[src/rtl/shifter_pkg.sv]
// Shared definitions for the multi-cycle shift/rotate unit: operation encodings and FSM states.
package shifter_pkg;

    localparam logic [2:0] MODE_PASS = 3'b000;
    localparam logic [2:0] MODE_LSL  = 3'b001;
    localparam logic [2:0] MODE_LSR  = 3'b010;
    localparam logic [2:0] MODE_ASR  = 3'b011;
    localparam logic [2:0] MODE_ROL  = 3'b100;
    localparam logic [2:0] MODE_ROR  = 3'b101;

    typedef enum logic [1:0] {
        S_IDLE  = 2'd0,
        S_SHIFT = 2'd1,
        S_DONE  = 2'd2
    } state_e;

    // Pass and the reserved codes never move bits, whatever amount is requested.
    function automatic logic mode_moves(input logic [2:0] mode);
        return (mode == MODE_LSL) || (mode == MODE_LSR) || (mode == MODE_ASR) ||
               (mode == MODE_ROL) || (mode == MODE_ROR);
    endfunction

endpackage

[src/rtl/shift_step.sv]
// One-position shift/rotate of a word, returning the shifted word and the bit that left it.
module shift_step
    import shifter_pkg::*;
#(
    parameter int unsigned WIDTH = 16
) (
    input  logic [WIDTH-1:0] data,
    input  logic [2:0]       mode,
    output logic [WIDTH-1:0] next_data_c,
    output logic             carry_c
);

    always_comb begin
        next_data_c = data;
        carry_c     = 1'b0;
        case (mode)
            MODE_LSL: begin
                next_data_c = {data[WIDTH-2:0], 1'b0};
                carry_c     = data[WIDTH-1];
            end
            MODE_LSR: begin
                next_data_c = {1'b0, data[WIDTH-1:1]};
                carry_c     = data[0];
            end
            MODE_ASR: begin
                next_data_c = {data[WIDTH-1], data[WIDTH-1:1]};
                carry_c     = data[0];
            end
            MODE_ROL: begin
                next_data_c = {data[WIDTH-2:0], data[WIDTH-1]};
                carry_c     = data[WIDTH-1];
            end
            MODE_ROR: begin
                next_data_c = {data[0], data[WIDTH-1:1]};
                carry_c     = data[0];
            end
            default: ;
        endcase
    end

endmodule

[src/rtl/seq_shifter.sv]
// Multi-cycle shift/rotate unit: one bit position per clock behind a valid/ready handshake.
module seq_shifter
    import shifter_pkg::*;
#(
    parameter int unsigned WIDTH = 16,
    parameter int unsigned AMT_W = $clog2(WIDTH)
) (
    input  logic             clk,
    input  logic             rst_n,
    input  logic             in_valid,
    output logic             in_ready,
    input  logic [WIDTH-1:0] in_data,
    input  logic [2:0]       in_mode,
    input  logic [AMT_W-1:0] in_amt,
    output logic             out_valid,
    input  logic             out_ready,
    output logic [WIDTH-1:0] out_data,
    output logic             out_carry,
    output logic             out_zero
);

    state_e             state_q, state_d;
    logic [AMT_W-1:0]   cnt_q, cnt_d;
    logic [WIDTH-1:0]   data_q, data_d;
    logic [2:0]         mode_q, mode_d;
    logic               carry_q, carry_d;
    logic               in_ready_q, in_ready_d;
    logic               out_valid_q, out_valid_d;

    logic [WIDTH-1:0]   step_data;
    logic               step_carry;

    shift_step #(
        .WIDTH (WIDTH)
    ) u_step (
        .data        (data_q),
        .mode        (mode_q),
        .next_data_c (step_data),
        .carry_c     (step_carry)
    );

    // Next-state, counter and datapath update.
    always_comb begin
        state_d     = state_q;
        cnt_d       = cnt_q;
        data_d      = data_q;
        mode_d      = mode_q;
        carry_d     = carry_q;
        in_ready_d  = in_ready_q;
        out_valid_d = out_valid_q;

        case (state_q)
            S_IDLE: begin
                if (in_valid) begin
                    data_d     = in_data;
                    mode_d     = in_mode;
                    carry_d    = 1'b0;
                    in_ready_d = 1'b0;
                    if (mode_moves(in_mode) && (in_amt != '0)) begin
                        cnt_d   = in_amt;
                        state_d = S_SHIFT;
                    end else begin
                        cnt_d       = '0;
                        state_d     = S_DONE;
                        out_valid_d = 1'b1;
                    end
                end
            end
            S_SHIFT: begin
                data_d  = step_data;
                carry_d = step_carry;
                cnt_d   = cnt_q - AMT_W'(1);
                if (cnt_q == AMT_W'(1)) begin
                    state_d     = S_DONE;
                    out_valid_d = 1'b1;
                end
            end
            S_DONE: begin
                if (out_ready) begin
                    state_d     = S_IDLE;
                    out_valid_d = 1'b0;
                    in_ready_d  = 1'b1;
                end
            end
            default: begin
                state_d     = S_IDLE;
                in_ready_d  = 1'b1;
                out_valid_d = 1'b0;
            end
        endcase
    end

    always_ff @(posedge clk or negedge rst_n) begin
        if (!rst_n) begin
            state_q     <= S_IDLE;
            cnt_q       <= '0;
            data_q      <= '0;
            mode_q      <= MODE_PASS;
            carry_q     <= 1'b0;
            in_ready_q  <= 1'b1;
            out_valid_q <= 1'b0;
        end else begin
            state_q     <= state_d;
            cnt_q       <= cnt_d;
            data_q      <= data_d;
            mode_q      <= mode_d;
            carry_q     <= carry_d;
            in_ready_q  <= in_ready_d;
            out_valid_q <= out_valid_d;
        end
    end

    assign in_ready  = in_ready_q;
    assign out_valid = out_valid_q;
    assign out_data  = data_q;
    assign out_carry = carry_q;
    // Zero flag follows the result register directly.
    assign out_zero  = (data_q == '0);

endmodule

[config.mk]
export PLATFORM = sky130hd
export DESIGN_NAME = seq_shifter
export DESIGN_NICKNAME = d
export VERILOG_FILES = /design/src/rtl/shifter_pkg.sv /design/src/rtl/shift_step.sv /design/src/rtl/seq_shifter.sv
export SDC_FILE = /design/constraint.sdc
export NUM_CORES = 1
export LEC_CHECK = 0
export ABC_CLOCK_PERIOD_IN_PS = 4200
export BUFFER_PORTS_ARGS = -buffer_cell sky130_fd_sc_hd__clkbuf_2
export CORE_MARGIN = 2
export CORE_UTILIZATION = 26
export CTS_BUF_LIST = sky130_fd_sc_hd__clkbuf_4 sky130_fd_sc_hd__clkbuf_8 sky130_fd_sc_hd__clkbuf_16
export CTS_CLUSTER_DIAMETER = 50
export CTS_CLUSTER_SIZE = 28
export DETAILED_ROUTE_END_ITERATION = 12
export PLACE_DENSITY = 0.42
export SETUP_SLACK_MARGIN = 0.5
export SLEW_MARGIN = 20
export SYNTH_ARGS = -nofsm -noshare
export SYNTH_HDL_FRONTEND = slang
export SYNTH_SLANG_ARGS = --single-unit
[constraint.sdc]
create_clock -name clk -period 4.2 [get_ports clk]
set_input_delay 0.84 -clock clk [delete_from_list [all_inputs] [get_ports clk]]
set_output_delay 0.84 -clock clk [all_outputs]
set_load 0.01 [all_outputs]
==> run metrics, run 1 <==
drt first pass iters=4; P_sw=854 uW; CTS tree=yes; Core ar.=7690 um2; R2R Path Start=mode_q[2]$_DFFE_PN0P_; Slew Limit Fails=0; final setup fails=0; synthesized netlist cell count=223; post-synth top area cell=dfrtp_1; Crit path arrival time=2.47 ns; Syn Nets=252; max-cap violations=0; Placement Setup Slack=1.56 ns; period utilization=55.6%; Critical Path Start=mode_q[2]$_DFFE_PN0P_; LEAKAGE=0.00103 uW; ANT nets after route=0; Routed WL per cell=14.8 um; die area=8660 um2; VDD IR-drop max=0.197 mV; sequential fraction of the synthesis area=34.0%; max frequency=428 MHz; post-synthesis cell type count=44; synth top area cells=dfrtp_1 33%, mux2_2 11%, mux2i_1 7.8%; Setup crit end kind=flip-flop; Slew @ Worst Pin=1.10 ns; Mapped Area=2060 um2; post-cts gate resize count=0; CTS buffer count=3; number of synthesized flops with an enable pin=0; CTS H-tree depth=1; capture point of the worst reg-to-reg path=out_data[2]$_DFFE_PN0P_; Worst Path Buf+Inv=0; DRC=0; CTS Buffer Depth=2; critical path depth in cells=3; clock period minus worst slack=2.34 ns; CP startpoint kind=flip-flop; clock share of power=8.8%; fraction of registers with async set/reset=100%; Worst path max stage delay=0.80 ns; Comb pwr share=49.8%; hpwl dp=3.73 mm; antenna diode count=0; Die H=93.1 um; CP Max Fanout=37; cell-internal power=968 uW; TritonCTS Sinks=28; via count=1722; first-pass GRT wire length=9.14 mm; Port Buffers=46; initial DRC count=73; # nets final=286; area share of the largest cell type after synthesis=32.8%; hold slack=0.515 ns; FF+latch count, synth=28; Area Overhead vs Synth=13.3%; share of layout cells above drive strength 1=32.0%; YS warnings=0; starting density of the core=26.8%; CTS root buf=clkbuf_8; Site Rows=32; Worst Clk Skew=0.00559 ns; CP delay by family, top=flip-flops; total global-route track usage=13.1%; Top FF cell, synth=dfrtp_1; Die W=93.1 um; global placer's final weighted congestion=0.718; total gr overflow=0; CP Cell Sequence=or3_4 -> a31oi_4 -> o31ai_1; total negative setup slack=0 ns; commonest cells in the netlist=27 x dfrtp_1, 26 x a21oi_1, 22 x nor2_1; sequential cell area=703 um2; setup slack, reg-to-reg=1.87 ns; status=completed; post-CTS setup buffers=0; crit path to=out_data[2]$_DFFE_PN0P_; Crit Path Class=flip-flop to flip-flop; Slowest cell on crit path=dfrtp_1; hold_buf cts=0; largest net degree at the start of global routing=38; Switching Fraction=46.9%; vias per cell=4.81; Hold Vio Cnt, Final=0; Worst-Skew Late Latency=0.28 ns; most common cell in the netlist=dfrtp_1; IO Pins=47; HP Class=flip-flop to flip-flop; fillcell total=859; Worst R2R Path Depth=3; drt total wl=5.32 mm; vias in the first global route=1756; Setup WS post-layout=1.87 ns; Worst slew margin=26.7%; Multi-input gate area=1220 um2; Req. time, crit path=4.34 ns; RSZ-0062 raised after global routing=false; initial antenna violation count=0; Cell Pwr Density=780 nW/um2; Seq pwr share=41.4%; Worst-path clk slew=0.10 ns; Mapped Avg Cell Area=9.25 um2
## layer usage
| layer | routed length [um] | global-route usage [%] | vias to the layer above | part of all wire, % |
|---|---|---|---|---|
| met1 | 2770 | 19.7 | 806 | 52 |
| met4 | 49 | 3.31 | 0 | 0.92 |
| met5 | 0 | 0 | - | 0 |
| met3 | 150 | 1.37 | 4 | 2.8 |
| met2 | 2340 | 20.1 | 30 | 44 |
| li1 | - | - | 882 | - |
## power by group through the flow
stage | logic (uW) | clock network [uW] | registers (uW)
2_1_floorplan | 870 | 0 | 595
3_3_place_gp | 915 | 0 | 764
3_5_place_dp | 926 | 0 | 759
4_1_cts | 928 | 170 | 755
5_1_grt | 1030 | 177 | 801
6_report | 907 | 161 | 754
## registers in the layout, summed over array words and instances (netlist names)
name	cells
cnt_q	4
in_ready	1
mode_q	3
out_carry	1
out_data	16
out_valid	1
state_q	2
## cell families (layout without fill, tap and decap cells)
| group | count (synthesis) | after routing | share of synthesized area (%) |
|---|---|---|---|
| compound gates | 70 | 70 | 21.5 |
| xor+xnor | 1 | 1 | 0.425 |
| fa+ha+maj | 2 | 2 | 1.21 |
| buf+inv | 20 | 53 | 6.98 |
| flops | 28 | 28 | 34.0 |
| mux | 37 | 37 | 19.2 |
| simple gates | 65 | 65 | 16.6 |
## how the worst min path moves through the flow
| stage | from | endpoint | slack [ns] | depth (start not counted) |
|---|---|---|---|---|
| finish | out_valid$_DFFE_PN0P_ | out_valid$_DFFE_PN0P_ | 0.51 | 1 |
| global route | out_valid$_DFFE_PN0P_ | out_valid$_DFFE_PN0P_ | 0.54 | 1 |
| CTS | out_valid$_DFFE_PN0P_ | out_valid$_DFFE_PN0P_ | 0.52 | 1 |
| detailed placement | out_valid$_DFFE_PN0P_ | out_valid$_DFFE_PN0P_ | 0.50 | 1 |
| global placement | out_valid$_DFFE_PN0P_ | out_valid$_DFFE_PN0P_ | 0.49 | 1 |
| floorplan | cnt_q[1]$_DFFE_PN0P_ | cnt_q[1]$_DFFE_PN0P_ | 0.52 | 2 |
## stage by stage
| step | power [uW] | util, % | cell area (um2) | cells |
|---|---|---|---|---|
| after floorplan | 1460 | - | 2060 | 223 |
| after global placement | 1680 | 29.8 | 2290 | 354 |
| after detailed placement | 1680 | 29.8 | 2290 | 354 |
| after CTS | 1850 | 30.4 | 2340 | 358 |
| after global routing | 2010 | 30.4 | 2340 | 358 |
| final | 1820 | 30.4 | 2340 | 358 |
## final cells by class
type,count,area share [%]
clock buffers,4,2.09
inverters,3,0.482
multi-input cells,175,52.0
flip-flops and latches,28,30.1
well taps,102,5.46
repair buffers,46,9.85
## placed cells by master, fill, tap and decap left out, types with 2 or more instances in the layout
cell and instances:
nand2b_1 2, o21ai_0 16, mux2i_1 16, clkbuf_8 3
nor4_1 5, nand2_1 19, nor2_1 22, o31ai_1 14
a21oi_1 26, a31o_2 2, clkbuf_2 46, and2_1 2
nor3_1 3, dfrtp_1 26, inv_1 3, nand2b_4 2
ha_1 2, mux2_2 21, nor2b_1 2
Power figures use the tool's default switching activity.
==> run 2: changes to the inputs <==
Settings changed: ABC_CLOCK_PERIOD_IN_PS 4200 to 2310.
Clock period 4.2 ns to 2.31 ns, I/O delays scaled along.
==> run 2 against run 1 <==
Effect of this change: critical path depth did not move; die area stayed put; via count increased by 8.7%; combinational power grew to 2.7 times the previous value; sequential power rose by 47%; wire length increased by 15%; worst setup slack worse by 1.4 ns; cell count grew 6.7%; flip-flop and latch count unchanged; first-iteration DRC count increased by 62%; critical path type is now flip-flop to output port; critical endpoint is now out_zero; largest cell class unchanged.
==> run metrics, run 2 (synthesis results as in run 1) <==
CP delay by family, top=simple AND/OR/NAND/NOR gates (was flip-flops); Req. time, crit path=1.85 ns (was 4.34 ns); total negative setup slack=0 ns (unchanged); hpwl dp=4.06 mm (was 3.73 mm); final setup fails=0 (unchanged); clock period minus worst slack=1.82 ns; first-pass GRT wire length=10.4 mm (was 9.14 mm); Routed WL per cell=16.0 um (was 14.8 um); Worst-Skew Late Latency=0.29 ns (was 0.28 ns); # nets final=310 (was 286); CP startpoint kind=flip-flop (unchanged); Die H=93.1 um (unchanged); CP Max Fanout=2 (was 37); Slowest cell on crit path=dfrtp_2 (was dfrtp_1); Worst Path Buf+Inv=1 (was 0); Slew @ Worst Pin=0.762 ns (was 1.10 ns); period utilization=79.0%; Setup WS post-layout=0.486 ns (was 1.87 ns); IO Pins=47 (unchanged); TritonCTS Sinks=28 (unchanged); CTS Buffer Depth=2 (unchanged); max-cap violations=0 (unchanged); HP Class=primary input to asynchronous set/reset pin (was flip-flop to flip-flop); CP Cell Sequence=nor4_4 -> and4_1 -> buf_2 (was or3_4 -> a31oi_4 -> o31ai_1); Worst path max stage delay=0.44 ns (was 0.80 ns); DRC=0 (unchanged); overall power=3820 uW (was 1820 uW); antenna diode count=0 (unchanged); via count=1872 (was 1722); Core ar.=7690 um2 (unchanged); max frequency=548 MHz; status=completed (unchanged); Crit path arrival time=1.36 ns (was 2.47 ns); max reg flops=16 (unchanged); vias in the first global route=1948 (was 1756); CTS tree=yes (unchanged); Slew Limit Fails=0 (unchanged); Crit Path Class=flip-flop to output port (was flip-flop to flip-flop); commonest non-fill, non-tap cell in the layout=clkbuf_2 (unchanged); most frequent cells in the layout=45 x clkbuf_2, 26 x a21oi_1, 22 x nor2_1, 22 x buf_4, 21 x mux2_2 (was 46 x clkbuf_2, 26 x a21oi_1, 26 x dfrtp_1); LEAKAGE=0.00115 uW (was 0.00103 uW); initial DRC count=118 (was 73); largest net degree at the start of global routing=29 (was 38); VDD IR-drop max=0.500 mV (was 0.197 mV); vias per cell=4.90 (was 4.81); Area Overhead vs Synth=26.2% (was 13.3%); starting density of the core=26.8% (unchanged); Hold Vio Cnt, Final=0 (unchanged); Site Rows=32 (unchanged); Worst Clk Skew=0.0119 ns (was 0.00559 ns); Worst-path clk slew=0.11 ns (was 0.10 ns); Worst slew margin=49.2% (was 26.7%); die area=8660 um2 (unchanged); Setup crit end kind=output port (was flip-flop); Cell Pwr Density=1470 nW/um2 (was 780 nW/um2); drt first pass iters=4 (unchanged); Port Buffers=46 (unchanged); CTS buffer count=3 (unchanged); total gr overflow=0 (unchanged); global placer's final weighted congestion=0.816 (was 0.718); share of layout cells above drive strength 1=43.6% (was 32.0%); Core Util, Final=33.8% (was 30.4%); Die W=93.1 um (unchanged); RSZ-0062 raised after global routing=true (was false); total global-route track usage=15.1% (was 13.1%); ANT nets after route=0 (unchanged); CTS H-tree depth=1 (unchanged); Placement Setup Slack=0.457 ns (was 1.56 ns); drt total wl=6.12 mm (was 5.32 mm); initial antenna violation count=0 (unchanged); CTS root buf=clkbuf_8 (unchanged)
run 2: changes by cell type in the layout (fill, tap and decap cells not counted), sizes merged:
| cell | previous run | this run |
|---|---|---|
| buf | 0 | 24 |
| a31oi | 2 | 3 |
| clkbuf | 50 | 49 |
run 2: final timing paths:
check,startpoint,end,slack (ns),cells after the start
max,out_data[12]$_DFFE_PN0P_,out_zero,0.49,3
min,rst_n,out_data[5]$_DFFE_PN0P_,0.22,1
max reg2reg,state_q[0]$_DFFE_PN0P_,out_valid$_DFFE_PN0P_,0.58,4
min reg2reg,out_carry$_DFFE_PN0P_,out_carry$_DFFE_PN0P_,0.52,2
max in group asynchronous,rst_n,out_data[15]$_DFFE_PN0P_,1.55,1
min in group clk,in_amt[0],cnt_q[0]$_DFFE_PN0P_,0.42,3
run 2: metrics by stage:
stage / area [um2] / instances / hold WS, ns
after floorplan: 2060 / 223 / 0.166
after global placement: 2350 / 363 / 0.507
after detailed placement: 2350 / 363 / 0.511
after CTS: 2510 / 376 / 0.250
after global routing: 2600 / 382 / 0.285
final: 2600 / 382 / 0.220
run 2: what timing repair did:
item | 4_1_cts | 5_1_grt
setup endpoints to repair | 16 | 15
setup buffers | 8 | 6
pin swaps | 0 | 3
cloned | 1 | 0
hold buffers | 0 | 0
gates resized for setup | 14 | 7
run 2: layer usage:
metal | track usage [%] | wire length, um | up-vias | share of wire [%]
met2 | 24.6 | 2890 | 26 | 47
met3 | 1.61 | 115 | 5 | 1.9
met5 | 0 | 0 | - | 0
li1 | - | - | 938 | -
met1 | 21.1 | 3040 | 903 | 50
met4 | 4.66 | 70 | 0 | 1.1
run 2: area by class of cell:
class,instances,area [um2]
Clock buffer,4,48.8
Timing Repair Buffer,69,415
Sequential cell,28,717
Tap cell,102,128
Multi-Input combinational cell,176,1280
Inverter,3,11.3
Fill cell,843,5090
run 2: power by group:
part | switching (uW) | total, uW | internal (uW) | leakage, uW
registers | 343 | 1110 | 763 | 0.000325
logic | 1230 | 2410 | 1170 | 0.000795
clock network | 173 | 310 | 136 | 0.0000262
==> run 3: changes to the inputs <==
Settings changed: ABC_CLOCK_PERIOD_IN_PS 2310 to 1800.
Clock period 2.31 ns to 1.8 ns, I/O delays scaled along.
==> run 3 against run 2 <==
Effect of this change: via count rose by 17%; clock skew fell by 0.0017 ns; register-to-register slack got worse by 0.39 ns; hold slack worse by 0.21 ns; largest cell class unchanged; clock-buffer cell count is the same; power up 94%; sequential share of layout area fell by 8.0 points; the run now ends with negative setup slack left; cell count up 14%; largest power group unchanged; global-route usage increased by 1.6 points; cell area up 41%.
==> run metrics, run 3 (synthesis results as in run 1) <==
hold_buf cts=0 (unchanged); initial antenna violation count=0 (unchanged); ANT nets after route=0 (unchanged); Worst R2R Path Depth=8 (was 4); max frequency=553 MHz; Placement Setup Slack=0.209 ns (was 0.457 ns); Crit Path Class=flip-flop to output port (unchanged); starting density of the core=26.8% (unchanged); CTS H-tree depth=1 (unchanged); Hold Vio Cnt, Final=0 (unchanged); via count=2188 (was 1872); CP delay by family, top=simple AND/OR/NAND/NOR gates (unchanged); Post-Layout Cell Count=434 (was 382); CTS Buffer Depth=2 (unchanged); DP Cell Count=375 (was 363); period utilization=100%; Area Overhead vs Synth=78.3% (was 26.2%); Site Rows=32 (unchanged); Crit path arrival time=1.45 ns (was 1.36 ns); Die W=93.1 um (unchanged); capture point of the worst reg-to-reg path=out_data[13]$_DFFE_PN0P_ (was out_valid$_DFFE_PN0P_); RSZ-0062 raised after global routing=true (unchanged); hpwl dp=4.23 mm (was 4.06 mm); LEAKAGE=0.00161 uW (was 0.00115 uW); IO Pins=47 (unchanged); Die H=93.1 um (unchanged); max reg flops=16 (unchanged); VDD IR-drop max=0.595 mV (was 0.500 mV); status=finished, violations left (was completed); total global-route track usage=16.7% (was 15.1%); failing checks=negative setup slack; Worst Path Buf+Inv=1 (unchanged); vias in the first global route=2164 (was 1948); Routed WL per cell=17.2 um (was 16.0 um); # nets final=362 (was 310); Worst slew margin=65.9% (was 49.2%); TritonCTS Sinks=28 (unchanged); die area=8660 um2 (unchanged); Worst path max stage delay=0.43 ns (was 0.44 ns); Req. time, crit path=1.44 ns (was 1.85 ns); Worst-Skew Late Latency=0.30 ns (was 0.29 ns); Core ar.=7690 um2 (unchanged); first-pass GRT wire length=11.5 mm (was 10.4 mm); DRC=0 (unchanged); commonest non-fill, non-tap cell in the layout=buf_6 (was clkbuf_2); Setup crit end kind=output port (unchanged); drt first pass iters=4 (unchanged); HP Class=primary input to asynchronous set/reset pin (unchanged); Slowest cell on crit path=dfrtp_1 (was dfrtp_2); vias per cell=5.04 (was 4.90); antenna diode count=0 (unchanged); final setup fails=1 (was 0); Slew @ Worst Pin=0.512 ns (was 0.762 ns); CP Cell Sequence=nor4_4 -> and4_1 -> buf_2 (unchanged); most frequent cells in the layout=41 x buf_6, 36 x buf_4, 34 x clkbuf_2 (was 45 x clkbuf_2, 26 x a21oi_1, 22 x nor2_1, 22 x buf_4, 21 x mux2_2); Worst-path clk slew=0.12 ns (was 0.11 ns); Cell Pwr Density=2010 nW/um2 (was 1470 nW/um2); CTS tree=yes (unchanged); CP startpoint kind=flip-flop (unchanged); initial DRC count=86 (was 118); setup slack, reg-to-reg=0.19 ns (was 0.58 ns); CTS root buf=clkbuf_8 (unchanged); fillcell total=726 (was 843); global placer's final weighted congestion=0.785 (was 0.816); drt total wl=7.48 mm (was 6.12 mm); max-cap violations=0 (unchanged); largest net degree at the start of global routing=21 (was 29); R2R Path Start=state_q[0]$_DFFE_PN0P_ (unchanged); Worst Clk Skew=0.0102 ns (was 0.0119 ns); total gr overflow=0 (unchanged); Slew Limit Fails=0 (unchanged); CTS buffer count=3 (unchanged); CP Max Fanout=2 (unchanged); Port Buffers=46 (unchanged); clock period minus worst slack=1.81 ns; share of layout cells above drive strength 1=67.8% (was 43.6%); Setup WS post-layout=-0.00768 ns (was 0.486 ns)
==> run 3: cell types whose count changed in the layout (fill, tap and decap cells not counted), moves of 11 or more <==
cell and delta:
a21oi_1 -12, buf_4 +14, buf_6 +41, clkbuf_2 -11, o31ai_1 -14, o31ai_4 +11
==> run 3: worst reg2reg max path, stage by stage (launching register included) <==
cell     delay (ns)
dfrtp_1        0.43
buf_6          0.15
and2b_2        0.25
a31oi_4        0.21
buf_6          0.12
buf_8          0.11
buf_16         0.16
nand2_4        0.05
o31ai_2        0.05
==> run 3: layout make-up <==
type / count / area, um2 / share of cell area, %
well taps: 102 / 128 / 3.47
repair buffers: 121 / 1090 / 29.6
inverters: 3 / 11.3 / 0.306
flip-flops and latches: 28 / 719 / 19.6
clock buffers: 4 / 55.1 / 1.50
multi-input cells: 176 / 1670 / 45.5
==> run 3: per-layer routing <==
layer	vias up	part of all wire [%]	global-route usage, %
met5	-	0	0
li1	1035	-	-
met2	47	48	26.3
met1	1095	48	24.5
met3	11	2.7	1.61
met4	0	2.2	4.17
==> run 3: repair_timing <==
| action | in CTS | in global routing |
|---|---|---|
| gates cloned | 3 | 1 |
| pin swaps | 22 | 23 |
| setup buffers | 36 | 15 |
| setup endpoints to repair | 42 | 41 |
| hold endpoints to repair | 0 | 0 |
| resized for setup | 101 | 57 |
==> run 3: report_power, final <==
part / switching (uW) / total [uW] / internal [uW]
sequential: 454 / 1440 / 985
combinational: 2450 / 5530 / 3080
clock: 244 / 442 / 197
total: 3150 / 7410 / 4260
==> run 3: through the flow <==
step                total power [uW]  area (um2)  setup TNS, ns  util [%]  hold slack, ns
floorplan                       3480        2090              0         -          0.0644
global placement                4310        2480              0      32.2           0.359
detailed placement              4320        2480              0      32.2           0.356
finish                          7410        3680       -0.00768      47.8         0.00627
CTS                             6590        3340       -0.00358      43.5          0.0300
global route                    7850        3680        -0.0247      47.8          0.0417
==> run 3: worst max-delay path by stage <==
| stage | slack (ns) | cells after the start | to | start |
|---|---|---|---|---|
| floorplan | 0.36 | 5 | out_data[15]$_DFFE_PN0P_ | state_q[1]$_DFFE_PN0P_ |
| global placement | 0.19 | 3 | out_zero | out_data[12]$_DFFE_PN0P_ |
| detailed placement | 0.21 | 3 | out_zero | out_data[12]$_DFFE_PN0P_ |
| CTS | -0.004 | 3 | out_zero | out_data[12]$_DFFE_PN0P_ |
| global route | -0.02 | 3 | out_zero | out_data[9]$_DFFE_PN0P_ |
| finish | -0.008 | 3 | out_zero | out_data[9]$_DFFE_PN0P_ |
